### config.mk
export PLATFORM = sky130hd
export DESIGN_NAME = fifo_ctrl_sync
export DESIGN_NICKNAME = d
export VERILOG_FILES = /design/src/rtl/fifo_ctrl_sync_pkg.sv /design/src/rtl/fifo_ptr.sv /design/src/rtl/fifo_ctrl_sync.sv
export SDC_FILE = /design/constraint.sdc
export NUM_CORES = 1
export LEC_CHECK = 0
export ABC_AREA = 1
export BUFFER_PORTS_ARGS = -buffer_cell sky130_fd_sc_hd__buf_4
export CORE_AREA = 2 2 60 62
export DETAILED_ROUTE_END_ITERATION = 6
export DIE_AREA = 0 0 62 64
export GPL_TIMING_DRIVEN = 0
export PLACE_DENSITY = 0.91
export SYNTH_ARGS = -nofsm -noshare
export SYNTH_HDL_FRONTEND = slang
export SYNTH_SLANG_ARGS = --single-unit
### constraint.sdc
create_clock -name clk -period 4.3 [get_ports clk]
set_input_delay 0.43 -clock clk [delete_from_list [all_inputs] [get_ports clk]]
set_output_delay 0.43 -clock clk [all_outputs]
set_load 0.02 [all_outputs]
### src/rtl/fifo_ctrl_sync_pkg.sv
// fifo_ctrl_sync_pkg: default geometry and flag thresholds for the FIFO controller
package fifo_ctrl_sync_pkg;
   localparam int DEF_DATA_DEPTH = 9;
   localparam int DEF_AE_LEVEL = 4;
endpackage

### src/rtl/fifo_ptr.sv
// fifo_ptr: wrapping pointer incrementer with enable and synchronous reset
module fifo_ptr
   import fifo_ctrl_sync_pkg::*;
#(
   parameter int W = DEF_DATA_DEPTH + 1
) (
   input  logic         clk,
   input  logic         rst,
   input  logic         en,
   output logic [W-1:0] ptr
);
   // advance by one on each accepted request, rolling over naturally
   always_ff @(posedge clk)
      if (rst) ptr <= '0;
      else if (en) ptr <= ptr + 1'b1;
endmodule

### src/rtl/fifo_ctrl_sync.sv
// fifo_ctrl_sync: pointer, occupancy and status flag controller for a single-clock FIFO RAM
module fifo_ctrl_sync
   import fifo_ctrl_sync_pkg::*;
#(
   parameter int DATA_DEPTH = DEF_DATA_DEPTH,
   parameter int AF_LEVEL   = 2**DATA_DEPTH - 4,
   parameter int AE_LEVEL   = DEF_AE_LEVEL
) (
   input  logic                  clk,
   input  logic                  rst,
   input  logic                  wr_en,
   input  logic                  rd_en,
   output logic [DATA_DEPTH-1:0] waddr,
   output logic [DATA_DEPTH-1:0] raddr,
   output logic                  wfull,
   output logic                  rempty,
   output logic                  almost_full,
   output logic                  almost_empty,
   output logic [DATA_DEPTH:0]   fifo_cnt,
   output logic                  overflow,
   output logic                  underflow
);
   localparam int PW = DATA_DEPTH + 1;
   localparam logic [PW-1:0] AF = PW'(AF_LEVEL);
   localparam logic [PW-1:0] AE = PW'(AE_LEVEL);
   logic [PW-1:0] wptr, rptr;
   logic push, pop;
   assign push = wr_en & ~wfull;
   assign pop  = rd_en & ~rempty;
   fifo_ptr #(.W(PW)) u_wptr (.clk(clk), .rst(rst), .en(push), .ptr(wptr));
   fifo_ptr #(.W(PW)) u_rptr (.clk(clk), .rst(rst), .en(pop),  .ptr(rptr));
   assign waddr        = wptr[DATA_DEPTH-1:0];
   assign raddr        = rptr[DATA_DEPTH-1:0];
   assign rempty       = wptr == rptr;
   assign wfull        = (wptr[DATA_DEPTH] != rptr[DATA_DEPTH]) && (waddr == raddr);
   assign fifo_cnt     = wptr - rptr;
   assign almost_full  = fifo_cnt >= AF;
   assign almost_empty = fifo_cnt <= AE;
   // latch rejected requests until reset so lost or bogus transfers are never missed
   always_ff @(posedge clk)
      if (rst) begin
         overflow  <= 1'b0;
         underflow <= 1'b0;
      end else begin
         overflow  <= overflow | (wr_en & wfull);
         underflow <= underflow | (rd_en & rempty);
      end
endmodule

======== After elaboration in Yosys (flattened, before gate mapping) ========
Cells that the tools add are included.
word-level totals
  output and inout port bits .............. 34
  bits in registers ....................... 22
  bits of input ports ..................... 4
operators by class
  eq/ne operators ......................... 3
  order comparisons ....................... 2
  $add $sub $neg .......................... 3
  reductions and logical operators ........ 1
  bitwise operators ....................... 8
operators with widths
  kind                     number
  $add A10 B1 Y10 const B  2
  $eq A10 B10 Y1           1
  $ge A10 B9 Y1 const B    1
  $le A10 B3 Y1 const B    1
  $sub A10 B10 Y10         1
  $eq A9 B9 Y1             1
  $and A1 B1 Y1            4
  $not A1 Y1               2
  $or A1 B1 Y1             2
  $logic_and A1 B1 Y1      1
  $ne A1 B1 Y1             1

======== Longest topological paths before layout ========
Gate-level depths: netlist (run 1).
  depth after elaboration ................. 4
  depth in mapped cells ................... 13
  depth with buffers taken out ............ 13

======== By module ========
From an unflattened synthesis (run 1), not the netlist that was laid out.
unflattened totals
  cells, all modules ...................... 269
  area total of the unflattened synthesis .. 1,642.8 um^2
by module, submodules not included
  module          times used  seq. area each (um^2)  cells each  area an instance (um^2)
  fifo_ptr        2           200.2                  64          447.9
  fifo_ctrl_sync  1           40.0                   141         747.0

======== Worst setup path after synthesis (run 1) ========
OpenSTA, ideal clock, no wires.
  path kind ............................... register -> output
  from .................................... register u_wptr.ptr[0]
  to ...................................... output almost_empty
  path slack .............................. 1.677 ns
  path buffers ............................ 0
  cell stages (with the launch flop) ...... 13
  data required time ...................... 3.870 ns
  data arrival time ....................... 2.193 ns
  path through ............................ dfxtp_1 > inv_1 > ha_1 > fa_1 > inv_1 > nand2_1 > nand2_1 > nand2_1 > nand2_1 > nand2_1 > nor2_1 > nand2_1 > nor3_1
on the way
  word-level cells in the longest chain between the ends .. 2
RTL lines
  what                    line                  RTL
  start, declared         fifo_ptr.sv:10        output logic [W-1:0] ptr
  start signal, assigned  fifo_ptr.sv:15        else if (en) ptr <= ptr + 1'b1;
  $sub A10 B10 Y10        fifo_ctrl_sync.sv:36  assign fifo_cnt = wptr - rptr;
  net fifo_cnt[4]         fifo_ctrl_sync.sv:19  output logic [DATA_DEPTH:0] fifo_cnt,
  $le A10 B3 Y1           fifo_ctrl_sync.sv:38  assign almost_empty = fifo_cnt <= AE;
  end, declared           fifo_ctrl_sync.sv:18  output logic almost_empty,
The timed path passes the listed nets, and every way through them passes these cells.

======== Final worst setup path (run 1) ========
  from .................................... register u_wptr.ptr[0]
  to ...................................... output almost_empty
on the way
  word-level cells in the longest chain between the ends .. 2
RTL lines
  what              line
  $sub A10 B10 Y10  fifo_ctrl_sync.sv:36
  $le A10 B3 Y1     fifo_ctrl_sync.sv:38
No other way between the ends.

==> results of run 1 <==
-- where the power goes --
| part | internal, uW | switching [uW] |
|---|---|---|
| combinational | 122 | 193 |
| sequential | 211 | 9.46 |
| clock | 51.8 | 68.4 |
-- metal layers --
metal	vias to the layer above	track usage [%]	wire length, um
met5	-	0	0
met3	5	1.42	210
met2	67	39.7	2110
li1	1017	-	-
met4	0	7.98	61
met1	829	33.1	2000
-- final timing paths --
kind         slack (ns)     startpoint  depth (start not counted)            end
max                1.33  u_wptr.ptr[0]                         13   almost_empty
min                0.37          wr_en                          3       overflow
max reg2reg        2.37  u_rptr.ptr[4]                          9  u_rptr.ptr[5]
min reg2reg        0.47       overflow                          2       overflow
-- sequential cells by signal, indices dropped and copies added, names as in the netlist --
signal	flops
u_rptr.ptr	10
u_wptr.ptr	10
underflow	1
overflow	1
-- cells by family (layout without fill, tap and decap cells) --
family          after synthesis  after routing  synth area share, %
compound gates               31             31                 8.55
flops                        22             22                 23.7
buf+inv                      79            119                 20.5
simple gates                157            157                 36.4
xor+xnor                      5              5                 2.36
fa+ha+maj                    12             12                 8.48
-- stage by stage --
stage,utilization [%],power (uW),worst slack (ns),cells
after global routing,67.7,702,1.10,392
after global placement,66.6,528,1.83,388
after floorplan,-,430,1.68,306
final,67.7,656,1.33,392
after CTS,67.7,656,1.35,392
after detailed placement,66.6,539,1.75,388
-- critical path: stages, from the launching register on --
cell     delay [ns]
dfxtp_1        0.44
inv_1          0.12
ha_1           0.25
fa_1           0.43
inv_1          0.07
nand2_1        0.04
nand2_1        0.13
nand3_1        0.11
nand2_1        0.09
nand2_1        0.05
nand2_1        0.09
nand3_1        0.07
nor3_1         0.16
buf_4          0.17
-- final cells by class --
| cell class | count | area [sq um] |
|---|---|---|
| fillers | 310 | 1060 |
| inverters | 57 | 214 |
| plain buffers | 22 | 166 |
| well taps | 46 | 57.6 |
| flip-flops and latches | 22 | 440 |
| clock buffers | 4 | 36.3 |
| multi-input cells | 205 | 1040 |
| repair buffers | 36 | 270 |
-- cell usage in the layout (no fill, tap or decap) --
| cell type | n |
|---|---|
| nor3_1 | 11 |
| inv_2 | 2 |
| nor3b_2 | 2 |
| xnor2_1 | 3 |
| nor2_1 | 23 |
| nand2_2 | 2 |
| xor2_1 | 2 |
| or2_2 | 1 |
| nand4_1 | 3 |
| clkbuf_8 | 1 |
| inv_1 | 55 |
| nand3b_1 | 4 |
| o21ai_1 | 3 |
| clkbuf_1 | 1 |
| nand3_1 | 21 |
| o21ai_0 | 9 |
| dfxtp_1 | 22 |
| buf_2 | 1 |
| fa_1 | 1 |
| nand2_1 | 90 |
| buf_6 | 2 |
| clkbuf_4 | 3 |
| a21oi_1 | 18 |
| buf_4 | 54 |
| ha_1 | 11 |
| o21ai_2 | 1 |
==> results.json, run 1 <==
{
  "status": "finished clean",
  "die_area_sq_um": 3970,
  "ctsLongestPathBuffers": 2,
  "io_buffers": 36,
  "rsz0062_at_grt": "false",
  "syn_area_sq_um": 1860,
  "insertion_delay_ns": 0.32,
  "antenna_found_initial": 0,
  "powerDensity_nw_per_um2": 295,
  "drive_gt1_share_pct": 19.9,
  "criticalPathCategory": "reg -> out",
  "hold_ws_ns": 0.366,
  "cts_resized": 0,
  "synth_most_common_cell": "nand2_1",
  "cp-end-kind": "output pin",
  "core_sq_um": 3280,
  "post-route-cell-area_sq_um": 2220,
  "skew_ns": 0.00297,
  "ys_top_cells_by_area": "dfxtp_1 (24%), nand2_1 (18%), inv_1 (11%)",
  "syn_nets": 322,
  "hold_buffers": 0,
  "wire_per_inst_um": 11.2,
  "slew_headroom_pct": 69.5,
  "areaGrowthSynthToFinish_pct": 19.6,
  "seq_area_frac_synth_pct": 23.7,
  "worstPathArrival_ns": 2.54,
  "grt_overflow": 0,
  "grt_max_degree": 13,
  "setup_tns_ns": 0,
  "clk_pin_slew_ns": 0.13,
  "fin_nets": 363,
  "firstDrtPassIters": 5,
  "grt_pass1_vias": 1684,
  "synth_seq_cells": 22,
  "max_freq_ghz": 0.336,
  "synth_commonest_cells": "nand2_1 (90), inv_1 (55), nor2_1 (23)",
  "synth_top_cell_by_area": "dfxtp_1",
  "synth_edf_count": 0,
  "drt_wl_total_um": 4380,
  "io_pins": 38,
  "initial_core_util_pct": 56.6,
  "gp_congestion": 0.938,
  "cp_max_fo": 5,
  "die_w_um": 62,
  "worstMarginPinSlew_ns": 0.457,
  "cts_sinks": 22,
  "vias": 1918,
  "diodes": 0,
  "drt_iter0_markers": 108,
  "syn_inst": 306,
  "cap_violations": 0,
  "grt_pass1_wl_um": 7360,
  "hold_viol": 0,
  "ir_drop_mv": 0.172,
  "min_period_ns": 2.97,
  "route.detailed.drc": 0,
  "grt_usage_pct": 24.3,
  "die_h_um": 64,
  "dpl.hpwl_um": 3540,
  "cp.required_ns": 3.87,
  "ys_warn_count": 0,
  "h-tree-depth": 1,
  "cts_tree": "yes",
  "finalCritPeriodShare_pct": 69.2,
  "avgSynthCellArea_sq_um": 6.07,
  "rows": 21,
  "numCtsBuffers": 3,
  "ys_types": 24,
  "synth-async-reset-ratio_pct": 0,
  "ys.flop_type": "dfxtp_1",
  "viasPerCell": 4.89,
  "startpoint_type": "flip-flop",
  "hold_path_class": "in -> reg",
  "maxSlewViolCount": 0,
  "synth_top_area_share_pct": 23.7,
  "cts_setup_buffers": 0,
  "ant_nets": 0,
  "placed_cell_area_sq_um": 2190,
  "setup_viol": 0,
  "leakage_uw": 0.00116,
  "cts-root-buf": "clkbuf_4"
}
Note: power is estimated with default switching activity, not from simulation.
==> inputs of run 2 (changes only) <==
--- a/config.mk
+++ b/config.mk
@@ -5,13 +5,13 @@
 export SDC_FILE = /design/constraint.sdc
 export NUM_CORES = 1
 export LEC_CHECK = 0
-export ABC_AREA = 1
+export ABC_AREA = 0
 export BUFFER_PORTS_ARGS = -buffer_cell sky130_fd_sc_hd__buf_4
-export CORE_AREA = 2 2 60 62
+export CORE_AREA = 2 2 59 61
 export DETAILED_ROUTE_END_ITERATION = 6
-export DIE_AREA = 0 0 62 64
+export DIE_AREA = 0 0 61 63
 export GPL_TIMING_DRIVEN = 0
-export PLACE_DENSITY = 0.91
+export PLACE_DENSITY = 0.86
 export SYNTH_ARGS = -nofsm -noshare
 export SYNTH_HDL_FRONTEND = slang
 export SYNTH_SLANG_ARGS = --single-unit
==> constraint.sdc (replaced) <==
create_clock -name clk -period 2.9 [get_ports clk]
set_input_delay 0.29 -clock clk [delete_from_list [all_inputs] [get_ports clk]]
set_output_delay 0.29 -clock clk [all_outputs]
set_load 0.02 [all_outputs]
==> run 2 against run 1 <==
  * The flow now finishes with violations (negative setup slack)
  * Highest routed layer unchanged
  * Sequential power rose by 51%
  * Combinational power rose by 91%
  * Critical path type unchanged
  * Largest cell class unchanged
  * Register-to-register slack got worse by 1.9 ns
  * Largest power group unchanged
  * Non-clock buffer count is 6 higher
  * Clock-buffer cell count fell by 1
==> results.json, run 2 <==
{
  "status": "complete, but fails checks",
  "violations": "negative setup slack",
  "holdPathEnd": "u_wptr.ptr[9]",
  "rsz0062_at_grt": "true",
  "ys_top_cells_by_area": "dfxtp_1 (27%), ha_1 (8.5%), buf_4 (8.4%)",
  "synth-async-reset-ratio_pct": 0,
  "ant_nets": 0,
  "yosys-mux-area-fraction_pct": 1.86,
  "synth_top_family_by_area": "simple AND/OR/NAND/NOR gates",
  "die_h_um": 63,
  "h-tree-depth": 1,
  "rows": 21,
  "leakage_uw": 0.000991,
  "startpoint_type": "flip-flop",
  "drt_iter0_markers": 37,
  "initial_core_util_pct": 50.0,
  "fin_nets": 265,
  "min-delay-start": "rst",
  "slowest_stage": "or4b_4",
  "worstMarginPinSlew_ns": 0.544,
  "maxSlewViolCount": 0,
  "cp_slowest_stage_delay_ns": 0.56,
  "ir_drop_mv": 0.207,
  "die_w_um": 61,
  "hold_depth": 2,
  "drive_gt1_share_pct": 37.7,
  "synth_top_area_share_pct": 27.3,
  "synth-xor-area-share_pct": 11.4,
  "synth_commonest_cells": "nor2_1 (30), dfxtp_1 (22), buf_4 (18)",
  "post-route-util_pct": 66.2,
  "avgSynthCellArea_sq_um": 8.04,
  "cp_max_fo": 3,
  "synth_top_cell_by_area": "dfxtp_1",
  "preCtsSetupSlack_ns": -0.0202,
  "grt_usage_pct": 19.5,
  "route.detailed.drc": 0,
  "cts_sinks": 22,
  "largest_registers": "u_rptr.ptr: 10 flops, u_wptr.ptr: 10 flops",
  "numCtsBuffers": 3,
  "cap_violations": 0,
  "dpl.hpwl_um": 2760,
  "syn_nets": 217,
  "grt_max_degree": 12,
  "areaGrowthSynthToFinish_pct": 32.5,
  "slew_headroom_pct": 63.7,
  "reg2reg_depth": 8,
  "diodes": 0,
  "insertion_delay_ns": 0.30,
  "synth_edf_count": 0,
  "r2r-start": "u_rptr.ptr[3]",
  "final_common_cell": "buf_4",
  "setup_viol": 1,
  "r2r_end": "u_rptr.ptr[9]",
  "synth-simple-area-share_pct": 21.3,
  "firstDrtPassIters": 4,
  "layout_common_cells": "buf_4 (61), nor2_1 (30), dfxtp_1 (16)",
  "die_area_sq_um": 3840,
  "setup_tns_ns": -0.137,
  "io_pins": 38,
  "core_sq_um": 3230,
  "grt_pass1_vias": 1352,
  "drt_wl_total_um": 3730,
  "syn_inst": 201,
  "fin_ws_ns": -0.137,
  "vias": 1496,
  "powerDensity_nw_per_um2": 500,
  "worstPathArrival_ns": 2.75,
  "ys.flop_type": "dfxtp_1",
  "viasPerCell": 5.11,
  "synthAdderAreaFrac_pct": 9.76,
  "hold_path_class": "in -> reg",
  "ctsLongestPathBuffers": 2,
  "gp_congestion": 0.856,
  "hold_viol": 0,
  "seq_area_frac_synth_pct": 27.3,
  "path_cells": "inv_2 -> ha_4 -> fa_2 -> nand2b_4 -> a21o_1 -> buf_4 -> xnor2_2 -> or4b_4 -> nor4_4 -> buf_4",
  "r2r_slack_ns": 0.52,
  "cts_tree": "yes",
  "grt_overflow": 0,
  "max_freq_ghz": 0.329,
  "finalCritPeriodShare_pct": 105,
  "syn_area_sq_um": 1620,
  "skew_ns": 0.00356,
  "antenna_found_initial": 0,
  "synth_seq_cells": 22,
  "hold_buffers": 0,
  "cp-end-kind": "output pin",
  "wire_per_inst_um": 12.7,
  "ys_types": 39,
  "io_buffers": 37,
  "crit_top_cell": "buf_4",
  "cts-root-buf": "clkbuf_4",
  "grt_pass1_wl_um": 5810,
  "cp.required_ns": 2.61,
  "min_period_ns": 3.04,
  "ys_warn_count": 0,
  "criticalPathCategory": "reg -> out",
  "clk_pin_slew_ns": 0.11,
  "synth-compound-area-share_pct": 15.4,
  "synth_most_common_cell": "nor2_1"
}
-- run 2: worst max-delay path by stage --
| stage | to | cells after the start | slack [ns] | start |
|---|---|---|---|---|
| after floorplan | almost_empty | 9 | 0.01 | u_wptr.ptr[0] |
| after CTS | almost_empty | 10 | -0.22 | u_wptr.ptr[0] |
| after global routing | almost_empty | 10 | -0.26 | u_wptr.ptr[0] |
| after detailed placement | almost_empty | 10 | -0.02 | u_wptr.ptr[0] |
| final | almost_empty | 10 | -0.14 | u_wptr.ptr[0] |
| after global placement | almost_empty | 10 | 0.003 | u_wptr.ptr[0] |
-- run 2: critical path, delay by kind of cell (launching register included) --
family / cells / cell delay [ns]
DFF: 1 / 0.37
adders and majority gates: 2 / 0.54
AOI/OAI and AO/OA: 1 / 0.18
xor gates and xnor gates: 1 / 0.13
and+or+nand+nor: 3 / 0.85
buffers and inverters: 3 / 0.36
-- run 2: through the flow --
stage / area [sq um] / hold WS, ns / instances / power [uW]
floorplan: 1640 / 0.359 / 201 / 696
global placement: 1980 / 0.451 / 284 / 856
detailed placement: 1980 / 0.461 / 284 / 866
CTS: 2060 / 0.154 / 292 / 1030
global route: 2140 / 0.151 / 293 / 1140
finish: 2140 / 0.163 / 293 / 1070
-- run 2: final cells by class --
class                      count  area (sq um)
timing repair buffer          43           323
buffer                        21           154
fill                         276          1090
tap                           46          57.6
multi-input combinational    143          1070
clock buffer                   3          22.5
sequential                    22           453
inverter                      15          56.3
-- run 2: kinds of logic after synthesis --
kind of cell | Yosys count
and+or+nand+nor | 71
AOI/OAI and AO/OA | 36
xor gates and xnor gates | 21
buffers and inverters | 36
adders and majority gates | 12
DFF | 22
muxes | 3
-- run 2: repair_timing --
item	in CTS	in global routing
cloned	0	0
setup buffers	5	1
pin swaps	6	7
setup endpoints to repair	3	5
gates resized for setup	6	18
-- run 2: metal layers --
layer / global-route usage, % / up-vias / share of wire (%)
li1: - / 767 / -
met3: 2.48 / 4 / 2.4
met1: 25.6 / 697 / 45
met2: 31.6 / 28 / 51
met4: 7.34 / 0 / 1.6
met5: 0 / - / 0
-- run 2: power breakdown --
part	switching, uW	internal, uW	total, uW
registers	17.3	316	333
logic	309	294	603
clock network	85.7	48.4	134
total	412	658	1070
==> inputs of run 3 (changes only) <==
--- a/config.mk
+++ b/config.mk
@@ -7,11 +7,12 @@
 export LEC_CHECK = 0
 export ABC_AREA = 0
 export BUFFER_PORTS_ARGS = -buffer_cell sky130_fd_sc_hd__buf_4
-export CORE_AREA = 2 2 59 61
+export CORE_AREA = 2 2 58 60
+export CTS_BUF_LIST = sky130_fd_sc_hd__clkbuf_8
 export DETAILED_ROUTE_END_ITERATION = 6
-export DIE_AREA = 0 0 61 63
+export DIE_AREA = 0 0 60 62
 export GPL_TIMING_DRIVEN = 0
-export PLACE_DENSITY = 0.86
+export PLACE_DENSITY = 0.88
 export SYNTH_ARGS = -nofsm -noshare
 export SYNTH_HDL_FRONTEND = slang
 export SYNTH_SLANG_ARGS = --single-unit
==> run 3 against run 2 <==
  * The flow still finishes with violations (negative setup slack)
  * Sequential cell count did not move
  * Via count grew 3.2%
  * Clock skew down 0.0010 ns
  * Cell count rose by 0.34%
  * Global-route usage increased by 2.6 points
  * Non-clock buffer count stayed put
  * Hold slack gained 0.048 ns
  * Worst setup slack improved by 0.027 ns
  * Fmax is 0.88% higher
  * Largest cell class unchanged
==> results.json, run 3 (same netlist as run 2, synthesis figures left out) <==
{
  "status": "complete, but fails checks",
  "violations": "negative setup slack",
  "maxSlewViolCount": 0,
  "reg2reg_depth": 8,
  "cts_tree": "yes",
  "slew_headroom_pct": 55.5,
  "leakage_uw": 0.000984,
  "worstPathArrival_ns": 2.72,
  "initial_core_util_pct": 50.8,
  "antenna_found_initial": 0,
  "setup_viol": 2,
  "hold_viol": 0,
  "io_pins": 38,
  "path_cells": "inv_2 -> ha_4 -> fa_2 -> nand2b_4 -> a21o_1 -> buf_4 -> xnor2_1 -> or4b_4 -> nor4_4 -> buf_4",
  "rows": 21,
  "ir_drop_mv": 0.313,
  "final_common_cell": "buf_4",
  "dpl.hpwl_um": 2910,
  "grt_pass1_vias": 1397,
  "cp_top_family": "simple AND/OR/NAND/NOR gates",
  "hold_path_class": "in -> reg",
  "grt_overflow": 0,
  "grt_pass1_wl_um": 6100,
  "firstDrtPassIters": 6,
  "crit_top_cell": "buf_4",
  "diodes": 0,
  "cts-root-buf": "clkbuf_8",
  "core_sq_um": 3180,
  "ctsLongestPathBuffers": 2,
  "fill_cells": 278,
  "layout_common_cells": "buf_4 (61), nor2_1 (30), dfxtp_1 (17)",
  "fin_ws_ns": -0.111,
  "ant_nets": 0,
  "cp_slowest_stage_delay_ns": 0.56,
  "max_freq_ghz": 0.332,
  "die_area_sq_um": 3720,
  "min_period_ns": 3.01,
  "finalCritPeriodShare_pct": 104,
  "vias": 1544,
  "gp_congestion": 0.842,
  "powerDensity_nw_per_um2": 536,
  "slowest_stage": "or4b_4",
  "cp.buffers_inverters": 3,
  "io_buffers": 37,
  "h-tree-depth": 1,
  "clk_pin_slew_ns": 0.08,
  "placed_cell_area_sq_um": 1980,
  "cts_sinks": 22,
  "numCtsBuffers": 3,
  "cp.required_ns": 2.61,
  "startpoint_type": "flip-flop",
  "route.detailed.drc": 0,
  "post-route-cell-area_sq_um": 2110,
  "cp-end-kind": "output pin",
  "criticalPathCategory": "reg -> out",
  "worstMarginPinSlew_ns": 0.651,
  "path_depth": 10,
  "cp_max_fo": 3,
  "skew_ns": 0.00257,
  "wire_per_inst_um": 12.7,
  "fin_nets": 265,
  "areaGrowthSynthToFinish_pct": 30.8,
  "grt_usage_pct": 22.0,
  "insertion_delay_ns": 0.27,
  "rsz0062_at_grt": "true",
  "drive_gt1_share_pct": 33.9,
  "die_h_um": 62,
  "drt_wl_total_um": 3750,
  "viasPerCell": 5.25,
  "drt_iter0_markers": 35,
  "die_w_um": 60,
  "hold_buffers": 0,
  "largest_registers": "u_rptr.ptr: 10 flops, u_wptr.ptr: 10 flops",
  "cap_violations": 0,
  "grt_max_degree": 13,
  "hold_depth": 2,
  "preCtsSetupSlack_ns": -0.000263,
  "hold_ws_ns": 0.211
}
==> run 3: power by group <==
| group | internal, uW | total (uW) | leakage, uW | switching (uW) |
|---|---|---|---|---|
| Sequential | 316 | 332 | 0.000180 | 16.4 |
| Clock | 121 | 219 | 0.0000288 | 98.0 |
| Combinational | 279 | 581 | 0.000774 | 302 |
==> run 3: through the flow <==
stage	setup TNS, ns	util, %	total power [uW]	instances
floorplan	0	-	696	201
global placement	0	62.2	855	284
detailed placement	-0.000263	62.2	869	284
CTS	-0.121	66.0	1130	293
global route	-0.349	66.4	1190	294
finish	-0.155	66.4	1130	294
==> run 3: final cells by class <==
cell class,instances,area (sq um),share of cell area [%]
Multi-Input combinational cell,143,1020,48.2
Inverter,15,56.3,2.67
Timing Repair Buffer,43,323,15.3
Tap cell,46,57.6,2.73
Buffer,21,154,7.29
Sequential cell,22,449,21.3
Clock buffer,4,55.1,2.61
==> run 3: per-layer routing <==
layer	vias up	global-route usage [%]	wire length [um]
li1	771	-	-
met1	719	27.2	1590
met2	49	38.2	1920
met3	5	3.11	197
met4	0	9.84	38
met5	-	0	0
==> run 3: final timing paths <==
check	start	to	slack (ns)
setup / recovery	u_wptr.ptr[0]	almost_empty	-0.11
hold / removal	rst	u_wptr.ptr[9]	0.21
setup reg to reg	u_rptr.ptr[3]	u_rptr.ptr[9]	0.47
hold reg to reg	overflow	overflow	0.47
==> run 3: timing repair <==
item / CTS / global route
cloned: 0 / 0
gates resized for setup: 8 / 4
pin swaps: 5 / 5
buffers inserted: 5 / 1
setup endpoints to repair: 3 / 6
==> run 3: worst reg2reg max path, cell delays in order (launching register included) <==
cell	delay (ns)
dfxtp_1	0.35
inv_1	0.10
ha_1	0.35
and4_1	0.27
a41oi_2	0.35
nand4_1	0.32
nor4_1	0.35
xnor2_1	0.16
nor2_1	0.06
